--- src/rtl/nes_pkg.sv ---
// Shared constants and state type for the NES pad responder.
package nes_pkg;

   localparam int NES_FRAME_BITS = 8;

   localparam int BTN_A      = 0;
   localparam int BTN_B      = 1;
   localparam int BTN_SELECT = 2;
   localparam int BTN_START  = 3;
   localparam int BTN_UP     = 4;
   localparam int BTN_DOWN   = 5;
   localparam int BTN_LEFT   = 6;
   localparam int BTN_RIGHT  = 7;

   typedef enum logic [1:0] {
      IDLE,
      LOAD,
      SHIFT,
      DONE
   } nes_pad_state_t;

endpackage

--- src/rtl/nes_pad_responder_sync_ff.sv ---
// Multi-stage synchronizer for asynchronous single-bit inputs.
module sync_ff #(
   parameter int STAGES = 2
) (
   input  logic clk_i,
   input  logic rst_ni,
   input  logic d_i,
   output logic q_o
);

   logic [STAGES-1:0] sync_q;

   always_ff @(posedge clk_i or negedge rst_ni) begin
      if (!rst_ni) begin
         sync_q <= '0;
      end else begin
         sync_q <= {sync_q[STAGES-2:0], d_i};
      end
   end

   assign q_o = sync_q[STAGES-1];

endmodule

--- src/rtl/nes_pad_responder.sv ---
// NES pad responder: latches buttons and shifts them out to the host.
// Optional turbo on A/B is built only when NES_TURBO_EN is defined.
module nes_pad_responder
   import nes_pkg::*;
#(
   parameter int SYNC_STAGES     = 2,
   parameter bit DATA_ACTIVE_LOW = 1'b1,
   parameter int TURBO_FRAMES    = 4
) (
   input  logic       CLK,
   input  logic       reset,
   input  logic [7:0] buttons,
   input  logic [1:0] turbo_en,
   input  logic       nes_latch,
   input  logic       nes_clk,
   output logic       nes_data,
   output logic       busy,
   output logic       frame_done
);

   localparam logic [3:0] LAST_BIT = 4'(NES_FRAME_BITS - 1);

   nes_pad_state_t state_q, state_d;
   logic [3:0]     cnt_q, cnt_d;
   logic [7:0]     shift_q, shift_d;
   logic           data_q;
   logic           fd_q, fd_d;
   logic           lat_s, clk_s;
   logic           lat_prev_q, clk_prev_q;
   logic           lat_fall, clk_rise;
   logic [7:0]     btn_m;

   sync_ff #(.STAGES(SYNC_STAGES)) u_sync_lat (
      .clk_i  (CLK),
      .rst_ni (reset),
      .d_i    (nes_latch),
      .q_o    (lat_s)
   );

   sync_ff #(.STAGES(SYNC_STAGES)) u_sync_clk (
      .clk_i  (CLK),
      .rst_ni (reset),
      .d_i    (nes_clk),
      .q_o    (clk_s)
   );

   assign lat_fall = lat_prev_q & ~lat_s;
   assign clk_rise = clk_s & ~clk_prev_q;

`ifdef NES_TURBO_EN
   localparam int TW = $clog2(TURBO_FRAMES + 1);
   localparam logic [TW-1:0] TLAST = TW'(TURBO_FRAMES - 1);

   logic [TW-1:0] tcnt_q;
   logic          phase_q;

   // One latch frame is counted when the host releases latch.
   always_ff @(posedge CLK or negedge reset) begin
      if (!reset) begin
         tcnt_q  <= '0;
         phase_q <= 1'b0;
      end else if (lat_fall && state_q == LOAD) begin
         if (tcnt_q == TLAST) begin
            tcnt_q  <= '0;
            phase_q <= ~phase_q;
         end else begin
            tcnt_q <= tcnt_q + 1'b1;
         end
      end
   end

   always_comb begin
      btn_m        = buttons;
      btn_m[BTN_A] = buttons[BTN_A] & ~(turbo_en[0] & ~phase_q);
      btn_m[BTN_B] = buttons[BTN_B] & ~(turbo_en[1] & ~phase_q);
   end
`else
   logic unused_turbo;
   assign unused_turbo = ^{turbo_en, TURBO_FRAMES[0]};
   assign btn_m = buttons;
`endif

   always_comb begin
      state_d = state_q;
      cnt_d   = cnt_q;
      shift_d = shift_q;
      fd_d    = 1'b0;
      // Latch level has priority over any serial clock edge.
      if (lat_s) begin
         state_d = LOAD;
         cnt_d   = '0;
         shift_d = btn_m;
      end else begin
         unique case (state_q)
            LOAD: begin
               if (lat_fall) begin
                  state_d = SHIFT;
                  cnt_d   = '0;
               end
            end
            SHIFT: begin
               if (clk_rise) begin
                  shift_d = {1'b1, shift_q[7:1]};
                  cnt_d   = cnt_q + 4'd1;
                  if (cnt_q == LAST_BIT) begin
                     state_d = DONE;
                     fd_d    = 1'b1;
                  end
               end
            end
            default: ;
         endcase
      end
   end

   always_ff @(posedge CLK or negedge reset) begin
      if (!reset) begin
         state_q    <= IDLE;
         cnt_q      <= '0;
         shift_q    <= '0;
         data_q     <= DATA_ACTIVE_LOW;
         fd_q       <= 1'b0;
         lat_prev_q <= 1'b0;
         clk_prev_q <= 1'b0;
      end else begin
         state_q    <= state_d;
         cnt_q      <= cnt_d;
         shift_q    <= shift_d;
         data_q     <= shift_d[0] ^ DATA_ACTIVE_LOW;
         fd_q       <= fd_d;
         lat_prev_q <= lat_s;
         clk_prev_q <= clk_s;
      end
   end

   assign nes_data   = data_q;
   assign busy       = (state_q == SHIFT);
   assign frame_done = fd_q;

endmodule

--- config.mk ---
export PLATFORM = sky130hd
export DESIGN_NAME = nes_pad_responder
export DESIGN_NICKNAME = d
export VERILOG_FILES = /design/src/rtl/nes_pkg.sv /design/src/rtl/nes_pad_responder_sync_ff.sv /design/src/rtl/nes_pad_responder.sv
export SDC_FILE = /design/constraint.sdc
export NUM_CORES = 1
export LEC_CHECK = 0
export BUFFER_PORTS_ARGS = -buffer_cell sky130_fd_sc_hd__buf_4
export CORE_MARGIN = 1
export CORE_UTILIZATION = 55
export CTS_BUF_LIST = sky130_fd_sc_hd__clkbuf_4 sky130_fd_sc_hd__clkbuf_8
export DETAILED_ROUTE_END_ITERATION = 10
export PLACE_DENSITY = 0.79
export SYNTH_ARGS = -nofsm -noshare
export SYNTH_HDL_FRONTEND = slang
export SYNTH_HIERARCHICAL = 1
export SYNTH_SLANG_ARGS = --single-unit
--- constraint.sdc ---
create_clock -name CLK -period 1.73 [get_ports CLK]
set_input_delay 0 -clock CLK [delete_from_list [all_inputs] [get_ports CLK]]
set_output_delay 0 -clock CLK [all_outputs]
set_load 0.03 [all_outputs]
==> impl_metrics.yaml, run 1 <==
cts:
  cts_made_buffers: 3
  clk_root_buffer_cell: "clkbuf_4"
  clk_pin_slew_ns: 0.11
  clkSinkCount: 22
  ctsResizeCount: 0
  htreeDepth: 1
  cts_tree: "done"
  clkLatencyLatePin_ns: 0.29
  cts_buffer_depth: 2
  cts_setup_buffers: 0
critical_path:
  rrSetupSlack_ns: 0.24
  crit_arrival_ns: 1.68
  r2r_end: "cnt_q[2]"
  start_kind: "register"
  crit_type: "register to register"
  cp_max_fo: 12
  reg2reg_depth: 3
  startpoint: "state_q[1]"
  cp.required_ns: 1.93
  r2r_start: "state_q[1]"
  end_kind: "register"
placement:
  gp_congestion: 0.6947
  dp_hpwl_um: 990.8
  portBuffers: 14
grt:
  use_met3_pct: 2.553
  grt_max_degree: 25
  grt-ovfl-total: 0
  met2_usage_pct: 32.73
  track_usage_pct: 19.16
  grt_pass1_vias: 635
  use_met1_pct: 23.70
  grt_first_pass_wirelength_um: 2587
  gr-max-usage-layer: "met2"
  antenna_found_initial: 0
power_and_ir_drop:
  peakVddDrop_uv: 565.9
  power_leakage_nw: 0.5423
  power.density_nw_per_um2: 803.6
drt:
  drt-pass1-iter-count: 2
  vias: 615
  wire_per_inst_um: 12.69
  drt_first_iter_violations: 5
  vias_per_cell: 5.256
  ant_nets: 0
  drcViolationCount: 0
  routed_wl_um: 1485
finish:
  final_layout_size_suffix_gt1_share_pct: 23.76
  fillCellCount: 104
  seqCellArea_um2: 551.8
  area_growth_pct: 28.90
  multi_input_area_um2: 342.8
  final_nets: 117
  final_util_pct: 77.26
  antenna_cells: 0
sta:
  final.min_clock_period_ns: 1.486
  hold_viol: 0
  timing.final.max_slew_violations: 0
  maxSlewHeadroom_pct: 81.99
  finalCritPeriodShare_pct: 85.91
  fin_tns_setup_ns: 0
  finalClockSkew_ns: 0.001519
  tightest_slew_ns: 0.2665
  holdWs_ns: 0.09737
  setup_viol: 0
  maxClockFrequency_mhz: 672.9
  rsz0062_at_grt: "no"
logic_synthesis:
  synth-warning-count: 6
  syn-num-nets: 89
  synth_area_um2: 913.4
  synthCells: 74
  yosysTopAreaCell: "dfrtp_1"
  synth_top_area_share_pct: 57.53
  synth-seq-cells: 22
  synth_area_leaders: "dfrtp_1 (58%), mux2i_1 (7.7%), o21ai_0 (3.8%), nand2_1 (3.3%), dfstp_2 (2.9%)"
  ys_seq_area_share_pct: 60.41
  synth_cell_types: 30
  syn_area_per_cell_um2: 12.34
die:
  dieHeight_um: 42.75
  die_w_um: 42.75
  core_um2: 1524
  num_rows: 14
  ios: 17
  initial_core_util_pct: 59.93
  fp.dieArea_um2: 1828
outcome:
  status: "finished clean"
worst_hold_path:
  hp-class: "primary input to async pin"
job:
  max-cap-violations: 0
[where the power goes]
| part | total [mW] | internal [mW] | switching [mW] |
|---|---|---|---|
| registers | 0.564 | 0.546 | 0.0175 |
| logic | 0.114 | 0.0621 | 0.0515 |
| clock network | 0.269 | 0.128 | 0.141 |
[cell families (layout without fill, tap and decap cells)]
group / Yosys count / count (layout) / synth area share, %
and+or+nand+nor: 22 / 22 / 15.07
DFF: 22 / 22 / 60.41
adders and majority gates: 1 / 1 / 1.370
AOI/OAI and AO/OA: 15 / 15 / 10.27
buffers and inverters: 4 / 31 / 2.055
xor gates and xnor gates: 2 / 2 / 1.918
muxes: 8 / 8 / 8.904
[layout by cell type (no fill, tap or decap), drive strengths merged, types with 2 or more instances in the layout]
cell         Yosys  layout
o21ai            8       8
buf              1      15
nor2             2       2
nand2            8       8
mux2i            7       7
a22o             2       2
nor2b            2       2
dlygate4sd3      0      11
xnor2            2       2
dfrtp           21      21
clkbuf           2       4
and3b            2       2
[per-stage QoR]
step,cell area [um^2],setup slack [ns],cells,total power [mW]
final,1177,0.2438,117,0.9461
after CTS,1177,0.2422,117,0.9587
after floorplan,913.4,0.4023,74,0.6223
after global placement,1031,0.3018,102,0.6644
after detailed placement,1031,0.2697,102,0.6682
after global routing,1177,0.1987,117,0.9916
[repair_timing]
action	4_1_cts	5_1_grt
setup endpoints to repair	0	0
endpoints found under the hold margin	33	0
hold buffers	11	0
[registers in the layout, summed over array words and instances, names as in the netlist, named ones only]
name               cells
frame_done             1
clk_prev_q             1
u_sync_lat/sync_q      2
state_q                2
shift_q                7
lat_prev_q             1
u_sync_clk/sync_q      2
nes_data               1
cnt_q                  4
[critical path, cell delays in order (launching register included)]
cell and delay, ns:
dfrtp_1 0.44, and4bb_4 0.29, or4_1 0.49, a21o_1 0.17
[cell usage after synthesis]
cell type	n
nor4b_1	1
buf_4	1
or4_1	1
and3b_2	1
nand3_1	1
mux2_2	1
o21a_1	1
o21ai_1	1
nor3_2	1
a41oi_1	1
nor2_1	2
and4bb_4	1
and2_1	1
dfstp_2	1
and2b_1	1
inv_1	1
nor3b_1	1
and3b_1	1
mux2i_1	7
a21o_1	1
o21bai_1	1
clkbuf_1	2
a21oi_1	1
a22o_1	2
nand2_1	8
xnor2_1	2
nor2b_1	2
ha_1	1
o21ai_0	7
dfrtp_1	21
[layout make-up]
| class | count | share of cell area, % |
|---|---|---|
| Timing Repair Buffer | 26 | 18.92 |
| Sequential cell | 22 | 46.86 |
| Inverter | 1 | 0.3188 |
| Multi-Input combinational cell | 48 | 29.12 |
| Tap cell | 16 | 1.700 |
| Clock buffer | 4 | 3.082 |
[layer usage]
layer	up-vias	routed length, um
met5	-	0
met4	0	6
met3	2	39
met2	8	776
met1	292	662
li1	313	-
[worst max path at each step]
stage	slack, ns	endpoint	cells past startpoint
4_1_cts	0.24	cnt_q[2]	3
6_report	0.24	cnt_q[2]	3
5_1_grt	0.20	cnt_q[2]	3
3_3_place_gp	0.30	cnt_q[2]	3
2_1_floorplan	0.40	cnt_q[2]	3
3_5_place_dp	0.27	cnt_q[2]	3
Note: power is estimated with default switching activity, not from simulation.
==> run 2: changes to the inputs <==
- CORE_UTILIZATION: 55 -> 50
- PLACE_DENSITY: 0.79 -> 0.76
- clock period: 1.73 -> 1.3 ns (I/O delays scaled with it)
==> run 2 against run 1 <==
Net effect:
- the run now ends with setup timing left
- clock power is 35% higher
- die area rose by 9.5%
- clock skew hardly changed
- non-clock buffer count up 9
- final area rose by 7.5%
- global-route usage down 0.23 points
- routed wire length grew 12%
- critical path depth did not move
- combinational power increased by 55%
- via count increased by 9.3%
- total power increased by 36%
- sequential power increased by 33%
- critical path type unchanged
- largest cell class unchanged
==> impl_metrics.yaml, run 2 (same netlist as run 1, synthesis figures left out) <==
sta:
  timing.final.max_slew_violations: 0
  final.min_clock_period_ns: 1.385
  rsz0062_at_grt: "yes"
  tightest_slew_ns: 0.2523
  setup_viol: 6
  maxSlewHeadroom_pct: 82.94
  finalCritPeriodShare_pct: 106.5
  setup_ws_ns: -0.08478
  hold_viol: 0
  finalClockSkew_ns: 0.001294
  maxClockFrequency_mhz: 722.1
cts:
  clk_pin_slew_ns: 0.11
  htreeDepth: 1
  clk_root_buffer_cell: "clkbuf_4"
  clkLatencyLatePin_ns: 0.30
  clkSinkCount: 22
  cts_buffer_depth: 2
  cts_tree: "done"
  cts_made_buffers: 3
grt:
  grt_first_pass_wirelength_um: 2622
  grt_max_degree: 25
  grt-ovfl-total: 0
  track_usage_pct: 18.94
  grt_pass1_vias: 640
  antenna_found_initial: 0
finish:
  final_nets: 126
  layout.cells.non_filler: 135
  final_common_cell: "buf_4"
  largest_reg_flops: 7
  final_layout_size_suffix_gt1_share_pct: 31.82
  final_util_pct: 73.33
  largest-register: "shift_q"
  reg_top3: "shift_q x7, cnt_q x4"
  antenna_cells: 0
  area_growth_pct: 38.63
  final_cell_mix: "buf_4 (23), dfrtp_1 (21), dlygate4sd3_1 (11)"
drt:
  ant_nets: 0
  drt-pass1-iter-count: 4
  drcViolationCount: 0
  routed_wl_um: 1662
  wire_per_inst_um: 12.31
  vias: 672
  drt_first_iter_violations: 6
  vias_per_cell: 4.978
outcome:
  status: "complete, but fails checks"
  violations: "setup timing"
placement:
  preCtsSetupSlack_ns: -0.07786
  portBuffers: 14
  dp.cells: 118
  dp_hpwl_um: 1076
  gp_congestion: 0.8142
critical_path:
  worst-path-buf-inv: 0
  cp_max_fo: 5
  cp.required_ns: 1.50
  path_delay_family: "simple AND/OR/NAND/NOR gates"
  crit_path_cell_trace: "and4bb_4, or4_1, a21o_1"
  slowest_delay_ns: 0.46
  start_kind: "register"
  crit_type: "register to register"
  end_kind: "register"
  crit_arrival_ns: 1.58
  crit_slowest_cell: "or4_1"
power_and_ir_drop:
  power_leakage_nw: 0.5913
  power.total_mw: 1.290
  peakVddDrop_uv: 661.0
  power.density_nw_per_um2: 1019
die:
  core_um2: 1727
  die_w_um: 44.74
  num_rows: 15
  dieHeight_um: 44.74
  ios: 17
  initial_core_util_pct: 52.90
  fp.dieArea_um2: 2002
job:
  max-cap-violations: 0
worst_hold_path:
  hp-class: "primary input to async pin"
run 2: cell types whose count changed in the layout (fill, tap and decap cells not counted):
cell	previous run	this run
o21ai_1	1	3
o21ai_0	7	5
mux2i_1	7	6
mux2i_2	0	1
nor2b_2	0	1
buf_4	15	23
buf_6	0	1
nor2b_1	2	1
run 2: power breakdown:
part,switching (mW),internal (mW),leakage [nW]
combinational,0.0777,0.0996,0.300
clock,0.192,0.171,0.0210
sequential,0.0231,0.727,0.271
run 2: metrics by stage:
step           setup TNS, ns  hold WS [ns]  instance area, um^2
6_report             -0.1912        0.1106                 1266
5_1_grt              -0.7305        0.1115                 1266
4_1_cts              -0.1520        0.1032                 1252
3_5_place_dp        -0.09771      -0.09764                 1095
3_3_place_gp        -0.02159      -0.09961                 1095
2_1_floorplan       -0.01897       -0.2956                913.4
run 2: final timing paths:
check | startpoint | endpoint | slack (ns) | depth (start not counted)
worst max-delay path | state_q[1] | cnt_q[2] | -0.08 | 3
worst min-delay path | reset | cnt_q[3] | 0.11 | 2
worst max register to register | state_q[1] | cnt_q[2] | -0.08 | 3
worst min register to register | u_sync_lat/sync_q[0] | u_sync_lat/sync_q[1] | 0.37 | 0
max in group asynchronous | reset | nes_data | 0.92 | 2
min in group CLK | nes_latch | u_sync_lat/sync_q[0] | 0.35 | 2
run 2: cell type report:
| cell class | instances | area [um^2] |
|---|---|---|
| clock buffer | 4 | 36.28 |
| timing repair buffer | 35 | 294.0 |
| sequential | 22 | 551.8 |
| tap | 25 | 31.28 |
| fill | 131 | 460.4 |
| multi-input combinational | 48 | 349.1 |
| inverter | 1 | 3.754 |
run 2: timing repair:
| item | 4_1_cts | 5_1_grt |
|---|---|---|
| hold endpoints to repair | 33 | 0 |
| hold buffers | 11 | 0 |
| buffers inserted | 1 | 1 |
| resized for setup | 2 | 3 |
| endpoints found under the setup margin | 7 | 14 |
run 2: worst register-to-register path: cells and delay by family (launching register included):
kind / cells / cell delay [ns]
and+or+nand+nor: 2 / 0.69
DFF: 1 / 0.43
AOI/OAI and AO/OA: 1 / 0.17
run 2: metal layers:
layer  GRT usage, %  wire [um]  part of all wire, %  vias up
li1               -          -                    -      330
met3          5.600         44                  2.6        6
met4          11.52         52                  3.1        0
met2          32.35        825                   50       17
met5              0          0                    0        -
met1          20.69        739                   44      319
==> run 3: changes to the inputs <==
- ABC_AREA: unset -> 1
- CORE_UTILIZATION: 50 -> 51
- PLACE_DENSITY: 0.76 -> 0.77
==> run 3 against run 2 <==
Net effect:
- the run now ends clean
- final cell count is 18% higher
- largest power group unchanged
- clock skew is 0.0027 ns higher
- hold slack gained 0.014 ns
- sequential share of layout area rose by 0.70 points
- combinational power rose by 48%
- critical endpoint is now state_q[1]
- critical path type unchanged
- register-to-register slack improved by 0.23 ns
- die area rose by 4.3%
- highest routed layer unchanged
- non-clock buffer count decreased by 9
==> impl_metrics.yaml, run 3 <==
outcome:
  status: "finished clean"
grt:
  grt_first_pass_wirelength_um: 2932
  antenna_found_initial: 0
  grt_max_degree: 23
  track_usage_pct: 19.63
  grt_pass1_vias: 721
  grt-ovfl-total: 0
logic_synthesis:
  synth_most_common_cell: "nand2_1"
  ys_seq_area_share_pct: 56.68
  synth-seq-cells: 22
  syn-num-nets: 120
  synth_area_um2: 973.4
  synth-edff-count: 0
  async_flop_share_pct: 100.0
  syn_area_per_cell_um2: 9.271
  synth_cell_types: 19
  synth_top_area_share_pct: 53.98
  ys.flop_type: "dfrtp_1"
  yosysTopAreaCell: "dfrtp_1"
  yosys-top-cells-count: "nand2_1 (36), dfrtp_1 (21), nand3_1 (14)"
  synth-warning-count: 6
  synthCells: 105
  synth_area_leaders: "dfrtp_1 (54%), nand2_1 (14%), nand3_1 (7.2%), dfstp_2 (2.7%), inv_1 (2.3%)"
finish:
  largest-register: "shift_q"
  antenna_cells: 0
  final_common_cell: "nand2_1"
  final_layout_size_suffix_gt1_share_pct: 26.12
  largest_reg_flops: 7
  fillCellCount: 151
  final_nets: 150
  area_growth_pct: 28.02
  reg_top3: "shift_q x7, cnt_q x4"
  final_cell_mix: "nand2_1 (36), dfrtp_1 (21), buf_4 (15)"
sta:
  maxSlewHeadroom_pct: 81.79
  setup_viol: 0
  tightest_slew_ns: 0.2731
  fin_tns_setup_ns: 0
  timing.final.max_slew_violations: 0
  finalClockSkew_ns: 0.004021
  hold_viol: 0
  rsz0062_at_grt: "no"
  finalCritPeriodShare_pct: 89.13
  final.min_clock_period_ns: 1.159
  setup_ws_ns: 0.1413
  maxClockFrequency_mhz: 863.1
drt:
  wire_per_inst_um: 10.28
  ant_nets: 0
  drcViolationCount: 0
  drt-pass1-iter-count: 4
  vias_per_cell: 4.830
  vias: 768
  routed_wl_um: 1635
  drt_first_iter_violations: 11
cts:
  cts_buffer_depth: 2
  ctsResizeCount: 0
  cts_tree: "done"
  clk_root_buffer_cell: "clkbuf_4"
  clkLatencyLatePin_ns: 0.29
  htreeDepth: 1
  cts_made_buffers: 3
  cts_hold_buffers: 11
  clk_pin_slew_ns: 0.11
  clkSinkCount: 22
  cts_setup_buffers: 0
power_and_ir_drop:
  power.total_mw: 1.369
  power.density_nw_per_um2: 1098
  power_leakage_nw: 0.6327
  peakVddDrop_uv: 981.9
die:
  core_um2: 1764
  num_rows: 15
  fp.dieArea_um2: 2088
  die_w_um: 45.69
  dieHeight_um: 45.69
  ios: 17
  initial_core_util_pct: 55.18
job:
  max-cap-violations: 0
placement:
  portBuffers: 14
  preCtsSetupSlack_ns: 0.1558
  dp_hpwl_um: 1142
  gp_congestion: 0.7705
critical_path:
  reg2reg_depth: 7
  crit_top_cell: "nand2_1"
  cp_max_fo: 3
  start_kind: "register"
  r2r_end: "state_q[1]"
  end_kind: "register"
  crit_type: "register to register"
  cp.required_ns: 1.50
  r2r_start: "cnt_q[0]"
  crit_path_cell_trace: "ha_1, nand2_1, nor2_1, inv_1, nand2_1, nand3_1, nand2_1"
  crit_slowest_cell: "dfrtp_1"
  slowest_delay_ns: 0.43
  crit_arrival_ns: 1.36
  rrSetupSlack_ns: 0.14
worst_hold_path:
  hp-class: "primary input to async pin"
run 3: power by group:
part / switching, mW / internal [mW] / leakage (nW)
Combinational: 0.148 / 0.114 / 0.344
Sequential: 0.0433 / 0.742 / 0.271
Clock: 0.180 / 0.140 / 0.0184
Total: 0.372 / 0.996 / 0.633
run 3: worst max-delay path, delay by kind of cell, from the launching register on:
family,cells,cell delay (ns)
buffers and inverters,1,0.07
DFF,1,0.43
and+or+nand+nor,5,0.35
adders and majority gates,1,0.22
run 3: worst max path at each step:
stage,startpoint,to,slack [ns],cells past startpoint
2_1_floorplan,state_q[1],cnt_q[0],0.13,5
3_3_place_gp,cnt_q[0],state_q[1],0.18,7
3_5_place_dp,cnt_q[0],state_q[1],0.16,7
4_1_cts,cnt_q[0],state_q[0],0.13,6
5_1_grt,cnt_q[0],state_q[1],0.02,7
6_report,cnt_q[0],state_q[1],0.14,7
run 3: metrics by stage:
step	utilization (%)	hold slack (ns)	area [um^2]	cells
final	70.64	0.1249	1246	159
after global routing	70.64	0.1330	1246	159
after CTS	70.64	0.1049	1246	159
after detailed placement	62.70	-0.1003	1106	144
after global placement	62.70	-0.1004	1106	144
after floorplan	-	-0.2956	973.4	105
run 3: kinds of logic (layout without fill, tap and decap cells):
family,after synthesis,after routing,share of synthesized area (%)
XOR/XNOR,1,1,0.8999
AND/OR/NAND/NOR,65,65,33.16
AO/OA/AOI/OAI,3,3,1.542
adder cells (fa/ha/maj),1,1,1.285
flip-flops,22,22,56.68
buffers and inverters,12,41,5.398
multiplexers,1,1,1.028
run 3: layer usage:
layer / GRT usage (%) / share of wire [%] / up-vias / wire (um)
met3: 2.381 / 3.3 / 2 / 54
met5: 0 / 0 / - / 0
met2: 32.29 / 54 / 16 / 882
met4: 8.824 / 0.73 / 0 / 12
met1: 25.97 / 42 / 364 / 686
li1: - / - / 386 / -
run 3: area by class of cell:
cell class                      instances  area [um^2]  share of cell area [%]
Tap cell                               25        31.28                   2.510
Multi-Input combinational cell         71        369.1                   29.62
Clock buffer                            4        30.03                   2.410
Sequential cell                        22        551.8                   44.28
Inverter                               11        41.29                   3.313
Timing Repair Buffer                   26        222.7                   17.87
